===== src/rtl/ex_div_sequencer_if.sv =====
// EX-stage divide sequencer bus: operands and control in, stall/result out.
// master = EX pipeline side, slave = divide sequencer.
interface ex_div_sequencer_if #(
  parameter int XLEN = 32
);
  logic            start;
  logic            flush;
  logic [2:0]      funct3;
  logic [XLEN-1:0] rs1_data;
  logic [XLEN-1:0] rs2_data;
  logic [4:0]      rd_in;
  logic            stall;
  logic            busy;
  logic            done;
  logic [XLEN-1:0] result;
  logic [4:0]      rd_out;

  modport master (
    output start, flush, funct3, rs1_data, rs2_data, rd_in,
    input  stall, busy, done, result, rd_out
  );

  modport slave (
    input  start, flush, funct3, rs1_data, rs2_data, rd_in,
    output stall, busy, done, result, rd_out
  );
endinterface


===== src/rtl/ex_div_sequencer.sv =====
// Iterative radix-2 shift-subtract sequencer for RV32M DIV/DIVU/REM/REMU.
// Holds the pipeline with stall while iterating; returns one registered result.
//
// state | meaning
// IDLE  | waiting for a divide-class op
// CALC  | one restoring-division iteration per cycle, XLEN cycles
// FIX   | sign correction and quotient/remainder select
// DONE  | result valid for one cycle, pipeline released
module ex_div_sequencer #(
  parameter int XLEN = 32
) (
  input  logic                clk,
  input  logic                rst,
  ex_div_sequencer_if.slave   bus
);

  localparam int CW = $clog2(XLEN);
  localparam logic [CW-1:0]   LAST_IT = CW'(XLEN - 1);
  localparam logic [XLEN-1:0] MIN_NEG = {1'b1, {(XLEN-1){1'b0}}};

  typedef enum logic [1:0] {IDLE, CALC, FIX, DONE} state_t;

  state_t          state_q, state_d;
  logic [CW-1:0]   cnt_q, cnt_d;
  logic [XLEN-1:0] dvd_q, dvd_d;
  logic [XLEN-1:0] dvs_q, dvs_d;
  logic [XLEN-1:0] part_q, part_d;
  logic [XLEN-1:0] quo_q, quo_d;
  logic            neg_quo_q, neg_quo_d;
  logic            neg_rem_q, neg_rem_d;
  logic            rem_sel_q, rem_sel_d;
  logic [4:0]      rd_q, rd_d;
  logic [XLEN-1:0] result_q, result_d;
  logic [4:0]      rd_out_q, rd_out_d;

  logic            accept;
  logic            is_signed;
  logic            div_zero;
  logic            ovf;
  logic [XLEN-1:0] a_mag;
  logic [XLEN-1:0] b_mag;
  logic [XLEN-1:0] special_res;
  logic [XLEN:0]   part_shift;
  logic            ge;
  logic [XLEN-1:0] quo_fix;
  logic [XLEN-1:0] rem_fix;

  always_comb begin
    state_d     = state_q;
    cnt_d       = cnt_q;
    dvd_d       = dvd_q;
    dvs_d       = dvs_q;
    part_d      = part_q;
    quo_d       = quo_q;
    neg_quo_d   = neg_quo_q;
    neg_rem_d   = neg_rem_q;
    rem_sel_d   = rem_sel_q;
    rd_d        = rd_q;
    result_d    = result_q;
    rd_out_d    = rd_out_q;

    accept      = (state_q == IDLE) && bus.start && bus.funct3[2] && !bus.flush;
    is_signed   = !bus.funct3[0];
    div_zero    = (bus.rs2_data == '0);
    ovf         = is_signed && (bus.rs1_data == MIN_NEG) && (bus.rs2_data == '1);
    a_mag       = (is_signed && bus.rs1_data[XLEN-1]) ? -bus.rs1_data : bus.rs1_data;
    b_mag       = (is_signed && bus.rs2_data[XLEN-1]) ? -bus.rs2_data : bus.rs2_data;
    special_res = bus.funct3[1] ? (div_zero ? bus.rs1_data : '0)
                                : (div_zero ? '1 : MIN_NEG);

    // A set carry-out bit means the shifted value already exceeds any XLEN-bit divisor.
    part_shift  = {part_q, dvd_q[XLEN-1]};
    ge          = part_shift[XLEN] || (part_shift[XLEN-1:0] >= dvs_q);
    quo_fix     = neg_quo_q ? -quo_q : quo_q;
    rem_fix     = neg_rem_q ? -part_q : part_q;

    case (state_q)
      IDLE: begin
        if (accept) begin
          rd_d      = bus.rd_in;
          rem_sel_d = bus.funct3[1];
          neg_quo_d = is_signed && (bus.rs1_data[XLEN-1] ^ bus.rs2_data[XLEN-1]);
          neg_rem_d = is_signed && bus.rs1_data[XLEN-1];
          if (div_zero || ovf) begin
            result_d = special_res;
            rd_out_d = bus.rd_in;
            state_d  = DONE;
          end else begin
            dvd_d   = a_mag;
            dvs_d   = b_mag;
            part_d  = '0;
            quo_d   = '0;
            cnt_d   = '0;
            state_d = CALC;
          end
        end
      end
      CALC: begin
        if (bus.flush) begin
          state_d = IDLE;
        end else begin
          part_d = ge ? (part_shift[XLEN-1:0] - dvs_q) : part_shift[XLEN-1:0];
          quo_d  = {quo_q[XLEN-2:0], ge};
          dvd_d  = {dvd_q[XLEN-2:0], 1'b0};
          if (cnt_q == LAST_IT) begin
            state_d = FIX;
          end else begin
            cnt_d = cnt_q + 1'b1;
          end
        end
      end
      FIX: begin
        if (bus.flush) begin
          state_d = IDLE;
        end else begin
          result_d = rem_sel_q ? rem_fix : quo_fix;
          rd_out_d = rd_q;
          state_d  = DONE;
        end
      end
      DONE: begin
        state_d = IDLE;
      end
      default: begin
        state_d = IDLE;
      end
    endcase
  end

  always_ff @(posedge clk) begin
    if (rst) begin
      state_q   <= IDLE;
      cnt_q     <= '0;
      dvd_q     <= '0;
      dvs_q     <= '0;
      part_q    <= '0;
      quo_q     <= '0;
      neg_quo_q <= 1'b0;
      neg_rem_q <= 1'b0;
      rem_sel_q <= 1'b0;
      rd_q      <= '0;
      result_q  <= '0;
      rd_out_q  <= '0;
    end else begin
      state_q   <= state_d;
      cnt_q     <= cnt_d;
      dvd_q     <= dvd_d;
      dvs_q     <= dvs_d;
      part_q    <= part_d;
      quo_q     <= quo_d;
      neg_quo_q <= neg_quo_d;
      neg_rem_q <= neg_rem_d;
      rem_sel_q <= rem_sel_d;
      rd_q      <= rd_d;
      result_q  <= result_d;
      rd_out_q  <= rd_out_d;
    end
  end

  // Stall is released in DONE so the pipeline captures result/rd_out that cycle.
  assign bus.stall  = accept || (((state_q == CALC) || (state_q == FIX)) && !bus.flush);
  assign bus.busy   = (state_q != IDLE);
  assign bus.done   = (state_q == DONE) && !bus.flush;
  assign bus.result = result_q;
  assign bus.rd_out = rd_out_q;

endmodule

===== src/flat_wrapper.sv =====
// flat-port wrapper written by rule: the top's interface ports become plain ports
module ex_div_sequencer_flat 
#(
  parameter int XLEN = 32
)
  (clk, rst, bus_start, bus_flush, bus_funct3, bus_rs1_data, bus_rs2_data, bus_rd_in, bus_stall, bus_busy, bus_done, bus_result, bus_rd_out);
  ex_div_sequencer_if #(.XLEN(XLEN)) bus_i ();
  input  logic clk;
  input  logic rst;
  input wire logic [$bits(bus_i.start)-1:0] bus_start;
  input wire logic [$bits(bus_i.flush)-1:0] bus_flush;
  input wire logic [$bits(bus_i.funct3)-1:0] bus_funct3;
  input wire logic [$bits(bus_i.rs1_data)-1:0] bus_rs1_data;
  input wire logic [$bits(bus_i.rs2_data)-1:0] bus_rs2_data;
  input wire logic [$bits(bus_i.rd_in)-1:0] bus_rd_in;
  output wire logic [$bits(bus_i.stall)-1:0] bus_stall;
  output wire logic [$bits(bus_i.busy)-1:0] bus_busy;
  output wire logic [$bits(bus_i.done)-1:0] bus_done;
  output wire logic [$bits(bus_i.result)-1:0] bus_result;
  output wire logic [$bits(bus_i.rd_out)-1:0] bus_rd_out;
  assign bus_i.start = bus_start;
  assign bus_i.flush = bus_flush;
  assign bus_i.funct3 = bus_funct3;
  assign bus_i.rs1_data = bus_rs1_data;
  assign bus_i.rs2_data = bus_rs2_data;
  assign bus_i.rd_in = bus_rd_in;
  assign bus_stall = bus_i.stall;
  assign bus_busy = bus_i.busy;
  assign bus_done = bus_i.done;
  assign bus_result = bus_i.result;
  assign bus_rd_out = bus_i.rd_out;
  ex_div_sequencer #(.XLEN(XLEN)) u_core (.clk(clk), .rst(rst), .bus(bus_i));
endmodule

===== config.mk =====
export PLATFORM = sky130hd
export DESIGN_NAME = ex_div_sequencer_flat
export DESIGN_NICKNAME = d
export VERILOG_FILES = /design/src/rtl/ex_div_sequencer_if.sv /design/src/rtl/ex_div_sequencer.sv /design/src/flat_wrapper.sv
export SDC_FILE = /design/constraint.sdc
export NUM_CORES = 1
export LEC_CHECK = 0
export CAP_MARGIN = 15
export CORE_MARGIN = 8
export CORE_UTILIZATION = 35
export DETAILED_ROUTE_END_ITERATION = 12
export GPL_TIMING_DRIVEN = 0
export PLACE_DENSITY = 0.58
export SYNTH_ARGS = -nofsm -noshare
export SYNTH_HDL_FRONTEND = slang
export SYNTH_SLANG_ARGS = --single-unit

===== constraint.sdc =====
create_clock -name clk -period 2.7 [get_ports clk]
set_input_delay 0.27 -clock clk [delete_from_list [all_inputs] [get_ports clk]]
set_output_delay 0.27 -clock clk [all_outputs]
set_load 0.05 [all_outputs]

==> flow_summary_export.csv, run 1 <==
group,metric,value,unit
layout,stdcell_count,2300,
clock_tree,worst_skew_pair.late_latency,0.45,ns
die,fp.dieW,202,µm
routing,ant_nets,0,
synthesis,synth_top_area_cell,"dfxtp_1",
grt,grt-ovfl-total,0,
grt,grt_most_used_layer,"met2",
synthesis,ys.flop_type,"dfxtp_1",
synthesis,syn_avg_cell_area,7.45,µm²
routing,drc_errors,0,
routing,drt-total-wl,45900,µm
power,powerDensity,832,nW/µm²
synthesis,synthDistinctLibCells,72,
synthesis,yosysMostFrequentCell,"nand2_1",
sta,period_share,109,%
min_path,hold_path_class,"primary input to flop",
critical_path,crit_family,"compound AO/OA/AOI/OAI gates",
power,p_leak,0.00627,µW
synthesis,synth_area_leaders,"dfxtp_1 (30%), nand2_1 (6.2%), a21oi_1 (5.8%)",
sta,tightest_slew,0.919,ns
layout,drive_gt1_share,20.5,%
critical_path,timing.rr.start,"u_core.dvd_q[31]",
status,outcome,"complete, but fails checks",
critical_path,critical_path_depth,14,
sta,period_minus_slack,2.93,ns
sta,slew_headroom,38.7,%
sta,hold_viol,0,
layout,finalInstanceArea,16500,µm²
critical_path,rrSetupSlack,-0.23,ns
critical_path,cpPeakStageDelay,0.34,ns
status,violations,"negative setup slack",
synthesis,synth_common_cells,"nand2_1 (200), dfxtp_1 (180), nor2_1 (175)",
grt,grt_max_degree,18,
clock_tree,htree_levels,4,
placed_design,place_inst,2190,
synthesis,yosysSeqAreaShare,29.8,%
clock_tree,holdBufCountCts,0,
clock_tree,path_clk_slew,0.07,ns
sta,drv_slew,0,
critical_path,rr_endpoint,"u_core.part_q[13]",
routing,viasPerCell,5.58,
grt,grt_pass1_wl,70700,µm
routing,drtIter0Drc,799,
critical_path,cp.arrival,3.27,ns
routing,drtPass1Iterations,5,
min_path,whs_endpoint,"u_core.dvs_q[1]",
critical_path,crit_path_max_fanout,5,
sta,rsz0062_at_grt,"yes",
critical_path,crit_required,3.03,ns
synthesis,syn_area,12100,µm²
clock_tree,root_buffer,"clkbuf_16",
critical_path,endpoint_kind,"flop",
synthesis,ys_ff_latch,180,
grt,use_met3,4.04,%
clock_tree,clock_sinks,180,
critical_path,crit_type,"flop to flop",
critical_path,crit_chain,"inv_2 -> ha_4 -> fa_2 -> nor2b_4 -> o31a_1 -> o21ai_4 -> o2111ai_4 -> a211o_1 -> a21oi_4 -> buf_12 -> buf_12 -> buf_12 -> mux2i_1 -> o21ai_1",
critical_path,worstSetupStartpointType,"flop",
die,dieArea,40700,µm²
layout,fin_nets,1953,
placed_design,place_hpwl,34300,µm
layout,area_growth,36.8,%
critical_path,ff2ff_path_depth,14,
min_path,min_path_cells,3,
power,ir_drop,0.562,mV
grt,grt_usage,21.7,%
placed_design,placed_area,13900,µm²
placed_design,io_buffers,114,
sta,setup_viol,44,
routing,via_count,12839,
synthesis,synth_edf_count,0,
sta,final.setup.worst_slack,-0.234,ns
critical_path,cp_num_buf_inv,4,
clock_tree,cts_max_path_buffers,2,
critical_path,critical_path.slowest_cell,"o31a_1",
layout,final_core_util,48.2,%
die,initial_core_util,35.2,%
die,coreArea,34300,µm²
synthesis,postSynthCellCount,1620,
critical_path,path_common_cell,"buf_12",
min_path,hp-start,"bus_rs2_data[1]",
synthesis,syn_nets,1741,
sta,setup-tns-final,-5.80,ns
clock_tree,cts_tree,"yes",
synthesis,yosys_warnings,0,
sta,fmax,341,MHz
routing,route.detailed.wl_per_inst,19.9,µm
placed_design,gp_congestion,0.902,
grt,grt_use_met2,35.9,%
flow_run,cap_violations,0,
layout,diodes,0,
die,io_pins,116,
sta,skew,0.0167,ns
clock_tree,numCtsBuffers,17,
synthesis,synth_top_area_share,29.8,%
synthesis,async_reset_ff_share,0,%
grt,antenna_found_initial,0,
die,core.rowCount,68,
grt,grt_pass1_vias,12540,
die,die_h,202,µm
grt,grtUsageMet1,27.0,%
layout,nFillCells,3365,
worst max-delay path by stage:
stage | from | endpoint
3_3_place_gp | bus_rs1_data[25] | u_core.dvd_q[31]
4_1_cts | u_core.dvd_q[31] | u_core.part_q[4]
6_report | u_core.dvd_q[31] | u_core.part_q[13]
2_1_floorplan | u_core.part_q[9] | u_core.bus.result[31]
5_1_grt | u_core.part_q[10] | u_core.part_q[20]
3_5_place_dp | bus_rs2_data[4] | u_core.dvd_q[31]
routing by layer:
layer  routed length (µm)  up-vias  share of wire, %
li1                     -     6214                 -
met1                19800     6033                43
met2                21100      480                46
met3                 2940      112               6.4
met4                 2050        0               4.5
met5                    0        -                 0
metrics by stage:
step / setup slack, ns / hold slack (ns) / power, µW
floorplan: 0.00117 / 0.414 / 7110
global placement: -2.27 / 0.441 / 8880
detailed placement: -1.72 / 0.444 / 8920
CTS: -0.249 / 0.405 / 12800
global route: -0.321 / 0.210 / 14500
finish: -0.234 / 0.187 / 13800
cell type report:
cell class	instances	area, µm²	share of cell area [%]
Tap cell	455	569	3.45
Clock inverter	13	164	0.992
Buffer	106	638	3.86
Multi-Input combinational cell	1275	8880	53.8
Sequential cell	180	3660	22.2
Inverter	54	203	1.23
Timing Repair Buffer	198	1950	11.8
Clock buffer	19	453	2.74
cell families after synthesis:
logic type                 count (synthesis)  synth area share [%]
DFF                                      180                  29.8
and+or+nand+nor                          571                  21.9
muxes                                     17                  1.42
xor gates and xnor gates                 146                  10.6
adders and majority gates                 45                  4.73
AOI/OAI and AO/OA                        496                  26.2
buffers and inverters                    165                  5.38
power by group:
group	switching [µW]	internal [µW]
sequential	245	2980
combinational	4550	3300
clock	1220	1450
total	6020	7730
cells in the final DEF, fill, tap and decap left out, drive strengths merged, types with 12 or more instances in the layout:
cell type	instances
a211oi	52
a21o	13
a21oi	139
a22oi	14
buf	106
clkbuf	107
clkdlybuf4s50	79
dfxtp	180
dlymetal6s2s	19
ha	44
inv	60
mux2i	16
nand2	200
nand2b	18
nand3	47
nand4	23
nor2	175
nor3	29
nor4	14
o211ai	34
o21ai	131
o311ai	14
o31ai	31
o41ai	17
or3	12
or4	19
xnor2	68
xor2	78
tightest hold or removal path: stages:
cell	delay (ns)
dlymetal6s2s_1	0.17
nand2_1	0.08
a311oi_1	0.08
sequential cells by signal, indices dropped and copies added (netlist names), 2 cells and up:
name               flops
u_core.rd_q            5
u_core.bus.result     32
u_core.cnt_q           5
u_core.dvd_q          32
u_core.bus.rd_out      5
u_core.quo_q          32
u_core.part_q         32
u_core.state_q         2
u_core.dvs_q          32
timing repair:
item / 4_1_cts / 5_1_grt
setup endpoints to repair: 172 / 160
gates cloned: 3 / 2
resized for setup: 220 / 205
buffers inserted: 42 / 36
pin swaps: 50 / 52
No activity file was read; power rests on OpenSTA's default activity.
==> inputs of run 2 (changes only) <==
CELL_PAD_IN_SITES_DETAIL_PLACEMENT = 1   (was default)
CELL_PAD_IN_SITES_GLOBAL_PLACEMENT = 1   (was default)
PLACE_DENSITY = 0.74   (was 0.58)
==> run 2 against run 1 <==
The run still ends with negative setup slack left. Global-route usage grew 2.2 points. Via count grew 3.3%. Register-to-register slack lost 0.19 ns. Non-clock buffer count is the same.
==> flow_summary_export.csv, run 2 (synthesis gave the netlist of run 1 again) <==
group,metric,value,unit
sta,final.setup.worst_slack,-0.425,ns
grt,grt_max_degree,17,
die,core.rowCount,68,
status,outcome,"complete, but fails checks",
critical_path,crit_chain,"inv_4 -> ha_4 -> fa_2 -> nor2b_4 -> o31a_1 -> o21ai_4 -> o2111ai_4 -> a211o_1 -> a21oi_4 -> buf_12 -> buf_12 -> buf_12 -> mux2i_1 -> o21ai_1",
power,ir_drop,0.468,mV
layout,fin_nets,1953,
critical_path,timing.rr.start,"u_core.dvd_q[31]",
sta,tightest_slew,0.913,ns
critical_path,crit_required,3.03,ns
routing,via_count,13259,
layout,final_core_util,48.4,%
sta,setup-tns-final,-9.71,ns
routing,viasPerCell,5.76,
layout,layout_common_cells,"nand2_1 (193), nor2_1 (160), dfxtp_1 (148)",
grt,antenna_found_initial,0,
grt,grt_usage,23.9,%
grt,grt-ovfl-total,0,
layout,final_common_cell,"nand2_1",
critical_path,cpPeakStageDelay,0.36,ns
sta,fmax,320,MHz
status,violations,"negative setup slack",
power,powerDensity,854,nW/µm²
layout,area_growth,37.6,%
flow_run,cap_violations,0,
clock_tree,worst_skew_pair.late_latency,0.46,ns
sta,setup_viol,48,
critical_path,ff2ff_path_depth,14,
grt,grt_pass1_wl,77500,µm
critical_path,rr_endpoint,"u_core.part_q[13]",
layout,diodes,0,
grt,grt_pass1_vias,13463,
min_path,hold_path_class,"primary input to flop",
critical_path,endpoint,"u_core.part_q[13]",
placed_design,gp_congestion,0.926,
sta,period_share,116,%
placed_design,place_hpwl,37800,µm
sta,skew,0.0150,ns
placed_design,dp_worst_setup_slack,-2.18,ns
die,io_pins,116,
clock_tree,path_clk_slew,0.08,ns
routing,drtPass1Iterations,5,
placed_design,place_inst,2189,
clock_tree,htree_levels,4,
sta,rsz0062_at_grt,"yes",
clock_tree,root_buffer,"clkbuf_16",
sta,period_minus_slack,3.13,ns
die,initial_core_util,35.2,%
placed_design,io_buffers,114,
die,fp.dieW,202,µm
critical_path,crit_path_start,"u_core.dvd_q[31]",
die,dieArea,40700,µm²
layout,stdcell_count,2300,
sta,hold_viol,0,
routing,route.detailed.wl_per_inst,22.7,µm
critical_path,crit_type,"flop to flop",
layout,drive_gt1_share,22.0,%
clock_tree,clock_sinks,180,
routing,drt-total-wl,52300,µm
sta,slew_headroom,39.1,%
routing,drc_errors,0,
critical_path,cp.arrival,3.46,ns
clock_tree,numCtsBuffers,17,
clock_tree,cts_max_path_buffers,2,
clock_tree,holdBufCountCts,0,
critical_path,endpoint_kind,"flop",
power,p_leak,0.00617,µW
critical_path,rrSetupSlack,-0.43,ns
critical_path,crit_path_max_fanout,5,
sta,drv_slew,0,
die,coreArea,34300,µm²
critical_path,worstSetupStartpointType,"flop",
routing,drtIter0Drc,676,
clock_tree,cts_tree,"yes",
critical_path,path_common_cell,"buf_12",
routing,ant_nets,0,
critical_path,critical_path.slowest_cell,"dfxtp_4",
die,die_h,202,µm
-- run 2: per-layer routing --
layer	up-vias	track usage, %	part of all wire (%)
met4	0	10.5	4.1
met2	419	41.3	49
li1	6207	-	-
met5	-	0	0
met3	113	3.51	4.6
met1	6520	29.1	42
-- run 2: repair_timing --
action,CTS,global route
resized for setup,267,196
buffers inserted,49,32
cloned,4,2
pin swaps,55,83
endpoints found under the setup margin,173,138
-- run 2: critical path: cells and delay by family, from the launching register on --
kind / cells / cell delay (ns)
AO/OA/AOI/OAI: 6 / 1.39
buffers and inverters: 4 / 0.50
adder cells (fa/ha/maj): 2 / 0.42
flip-flops: 1 / 0.36
multiplexers: 1 / 0.27
AND/OR/NAND/NOR: 1 / 0.06
-- run 2: power breakdown --
group          switching [µW]  internal, µW
registers                 254          2980
logic                    4900          3330
clock network            1240          1480
total                    6390          7790
-- run 2: cell type report --
cell class | count | area [µm²]
fillers | 4089 | 17700
multi-input cells | 1275 | 9060
flip-flops and latches | 180 | 3670
repair buffers | 201 | 1900
plain buffers | 103 | 594
well taps | 455 | 569
clock buffers | 19 | 433
inverters | 54 | 205
clock inverters | 13 | 173
-- run 2: worst min-delay path by stage --
stage	from	end	slack [ns]	cells past startpoint
6_report	bus_rs2_data[21]	u_core.dvs_q[21]	0.25	3
2_1_floorplan	bus_rd_in[0]	u_core.rd_q[0]	0.41	2
4_1_cts	bus_rs2_data[1]	u_core.dvs_q[1]	0.30	3
3_3_place_gp	u_core.dvd_q[6]	u_core.dvd_q[6]	0.44	2
3_5_place_dp	u_core.dvd_q[23]	u_core.dvd_q[23]	0.45	2
5_1_grt	bus_rs1_data[25]	u_core.dvd_q[25]	0.29	4
-- run 2: metrics by stage --
stage	total power, µW	hold slack, ns	area, µm²
2_1_floorplan	7110	0.414	12200
3_3_place_gp	8940	0.438	13900
3_5_place_dp	9070	0.448	13900
4_1_cts	12900	0.305	15700
5_1_grt	14800	0.289	16600
6_report	14200	0.254	16600
==> inputs of run 3 (changes only) <==
SLEW_MARGIN = 30   (was default)
==> run 3 against run 2 <==
Critical endpoint is now u_core.part_q[10]. Clock power is 3% higher. Setup slack better by 0.16 ns. The flow still finishes with violations (negative setup slack). Count of clock-buffer cells in the layout unchanged. Non-clock buffer count is 11 higher. First-iteration DRC count increased by 1.6%.
==> flow_summary_export.csv, run 3 (synthesis gave the netlist of run 1 again) <==
group,metric,value,unit
status,outcome,"complete, but fails checks",
status,violations,"negative setup slack",
power,ir_drop,0.475,mV
die,dieArea,40700,µm²
clock_tree,cts_tree,"yes",
min_path,hold_path_class,"primary input to flop",
critical_path,rrSetupSlack,-0.26,ns
layout,drive_gt1_share,23.6,%
clock_tree,root_buffer,"clkbuf_16",
die,io_pins,116,
placed_design,place_inst,2189,
critical_path,cp.arrival,3.29,ns
clock_tree,htree_levels,4,
critical_path,critical_path.slowest_cell,"dfxtp_4",
sta,drv_slew,0,
routing,routed.top_layer,"met4",
critical_path,endpoint,"u_core.part_q[10]",
critical_path,ff2ff_path_depth,15,
grt,grt_pass1_wl,79400,µm
layout,final_common_cell,"nand2_1",
critical_path,crit_family,"compound AO/OA/AOI/OAI gates",
sta,tightest_slew,0.893,ns
die,core.rowCount,68,
die,coreArea,34300,µm²
routing,route.met2.wl,26300,µm
routing,drtPass1Iterations,5,
grt,antenna_found_initial,0,
routing,ant_nets,0,
sta,hold_viol,0,
clock_tree,cts_max_path_buffers,2,
die,initial_core_util,35.2,%
placed_design,place_hpwl,37800,µm
grt,grt_pass1_vias,13593,
sta,setup-tns-final,-7.11,ns
sta,period_minus_slack,2.96,ns
critical_path,rr_endpoint,"u_core.part_q[10]",
layout,nFillCells,4103,
layout,multi_input_area,9070,µm²
clock_tree,numCtsBuffers,17,
grt,grt_usage,24.5,%
routing,viasPerCell,5.80,
routing,drc_errors,0,
critical_path,timing.rr.start,"u_core.dvd_q[31]",
sta,slew_headroom,40.5,%
critical_path,critical_path_depth,15,
critical_path,crit_chain,"inv_4 -> ha_4 -> fa_2 -> nor2b_4 -> o31a_1 -> o21ai_4 -> o2111ai_4 -> a211o_1 -> a21oi_4 -> buf_12 -> clkbuf_16 -> buf_6 -> nor2_2 -> a21oi_2 -> o21ai_1",
critical_path,endpoint_kind,"flop",
grt,grt-ovfl-total,0,
layout,regArea,3680,µm²
placed_design,gp_congestion,0.926,
power,powerDensity,853,nW/µm²
layout,layout_common_cells,"nand2_1 (192), nor2_1 (161), dfxtp_1 (146)",
flow_run,cap_violations,0,
routing,drtIter0Drc,687,
routing,met1Wirelength,22100,µm
power,p_leak,0.00634,µW
critical_path,worstSetupStartpointType,"flop",
critical_path,crit_type,"flop to flop",
critical_path,crit_path_max_fanout,7,
die,fp.dieW,202,µm
routing,via_count,13414,
layout,fin_nets,1964,
placed_design,placed_area,13900,µm²
power,totalPowerFinal,14200,µW
sta,period_share,110,%
sta,fmax,338,MHz
sta,skew,0.0176,ns
clock_tree,worst_skew_pair.late_latency,0.46,ns
layout,area_growth,38.2,%
clock_tree,clock_sinks,180,
layout,diodes,0,
routing,route.detailed.wl_per_inst,23.1,µm
critical_path,cpPeakStageDelay,0.36,ns
routing,drt-total-wl,53400,µm
sta,final.setup.worst_slack,-0.262,ns
sta,rsz0062_at_grt,"yes",
sta,setup_viol,47,
placed_design,io_buffers,114,
die,die_h,202,µm
critical_path,crit_path_start,"u_core.dvd_q[31]",
critical_path,cp_num_buf_inv,4,
clock_tree,path_clk_slew,0.08,ns
grt,grt_max_degree,17,
layout,stdcell_count,2311,
layout,finalInstanceArea,16700,µm²
routing,dr_wl_met3,2520,µm
critical_path,crit_required,3.03,ns
## run 3: changes by cell type in the layout (fill, tap and decap cells not counted), moves of 4 or more
cell / before / now
dlygate4sd2_1: 32 / 18
a21oi_4: 6 / 2
clkbuf_8: 5 / 1
clkbuf_1: 60 / 56
o21ai_1: 30 / 39
inv_1: 47 / 43
dlymetal6s2s_1: 3 / 14
clkdlybuf4s50_1: 70 / 59
o21ai_2: 23 / 11
buf_4: 70 / 83
inv_2: 6 / 10
clkbuf_2: 17 / 37
## run 3: how the worst min path moves through the flow
stage                startpoint                to  cells after the start
2_1_floorplan      bus_rd_in[0]    u_core.rd_q[0]                      2
3_3_place_gp    u_core.dvd_q[6]   u_core.dvd_q[6]                      2
3_5_place_dp   u_core.dvd_q[27]  u_core.dvd_q[27]                      2
4_1_cts         bus_rs2_data[1]   u_core.dvs_q[1]                      3
5_1_grt         bus_rs2_data[2]   u_core.dvs_q[2]                      3
6_report        bus_rs2_data[2]   u_core.dvs_q[2]                      3
## run 3: repair_timing
action                                  4_1_cts  5_1_grt
pin swaps                                    88       76
hold buffers                                  0        0
setup buffers                                53       46
endpoints found under the setup margin      173      155
gates resized for setup                     281      226
cloned                                        4        1
## run 3: where the power goes
| group | internal (µW) | switching, µW | leakage [µW] |
|---|---|---|---|
| Sequential | 2980 | 255 | 0.00148 |
| Clock | 1570 | 1230 | 0.000301 |
| Combinational | 3320 | 4870 | 0.00456 |
| Total | 7870 | 6350 | 0.00634 |
## run 3: per-stage QoR
stage	setup slack, ns	hold slack (ns)	utilization, %
6_report	-0.262	0.198	48.7
5_1_grt	-0.319	0.197	48.7
4_1_cts	-0.370	0.302	46.1
3_5_place_dp	-1.81	0.449	40.5
3_3_place_gp	-2.23	0.438	40.5
2_1_floorplan	0.00117	0.414	-
## run 3: cell type report
| class | instances | share of cell area [%] |
|---|---|---|
| sequential | 180 | 22.0 |
| tap | 455 | 3.41 |
| clock inverter | 13 | 1.17 |
| clock buffer | 19 | 2.59 |
| multi-input combinational | 1275 | 54.4 |
| buffer | 100 | 3.35 |
| timing repair buffer | 215 | 11.9 |
| inverter | 54 | 1.23 |
## run 3: metal layers
metal	vias up	GRT usage, %
met5	-	0
met4	0	11.1
met3	138	3.51
met2	449	42.6
met1	6595	29.5
li1	6232	-
## run 3: worst reg2reg max path: stages, from the launching register on
cell and delay, ns:
dfxtp_4 0.36, inv_4 0.07, ha_4 0.13, fa_2 0.23
nor2b_4 0.05, o31a_1 0.34, o21ai_4 0.26, o2111ai_4 0.16
a211o_1 0.32, a21oi_4 0.24, buf_12 0.19, clkbuf_16 0.17
buf_6 0.10, nor2_2 0.03, a21oi_2 0.11, o21ai_1 0.08
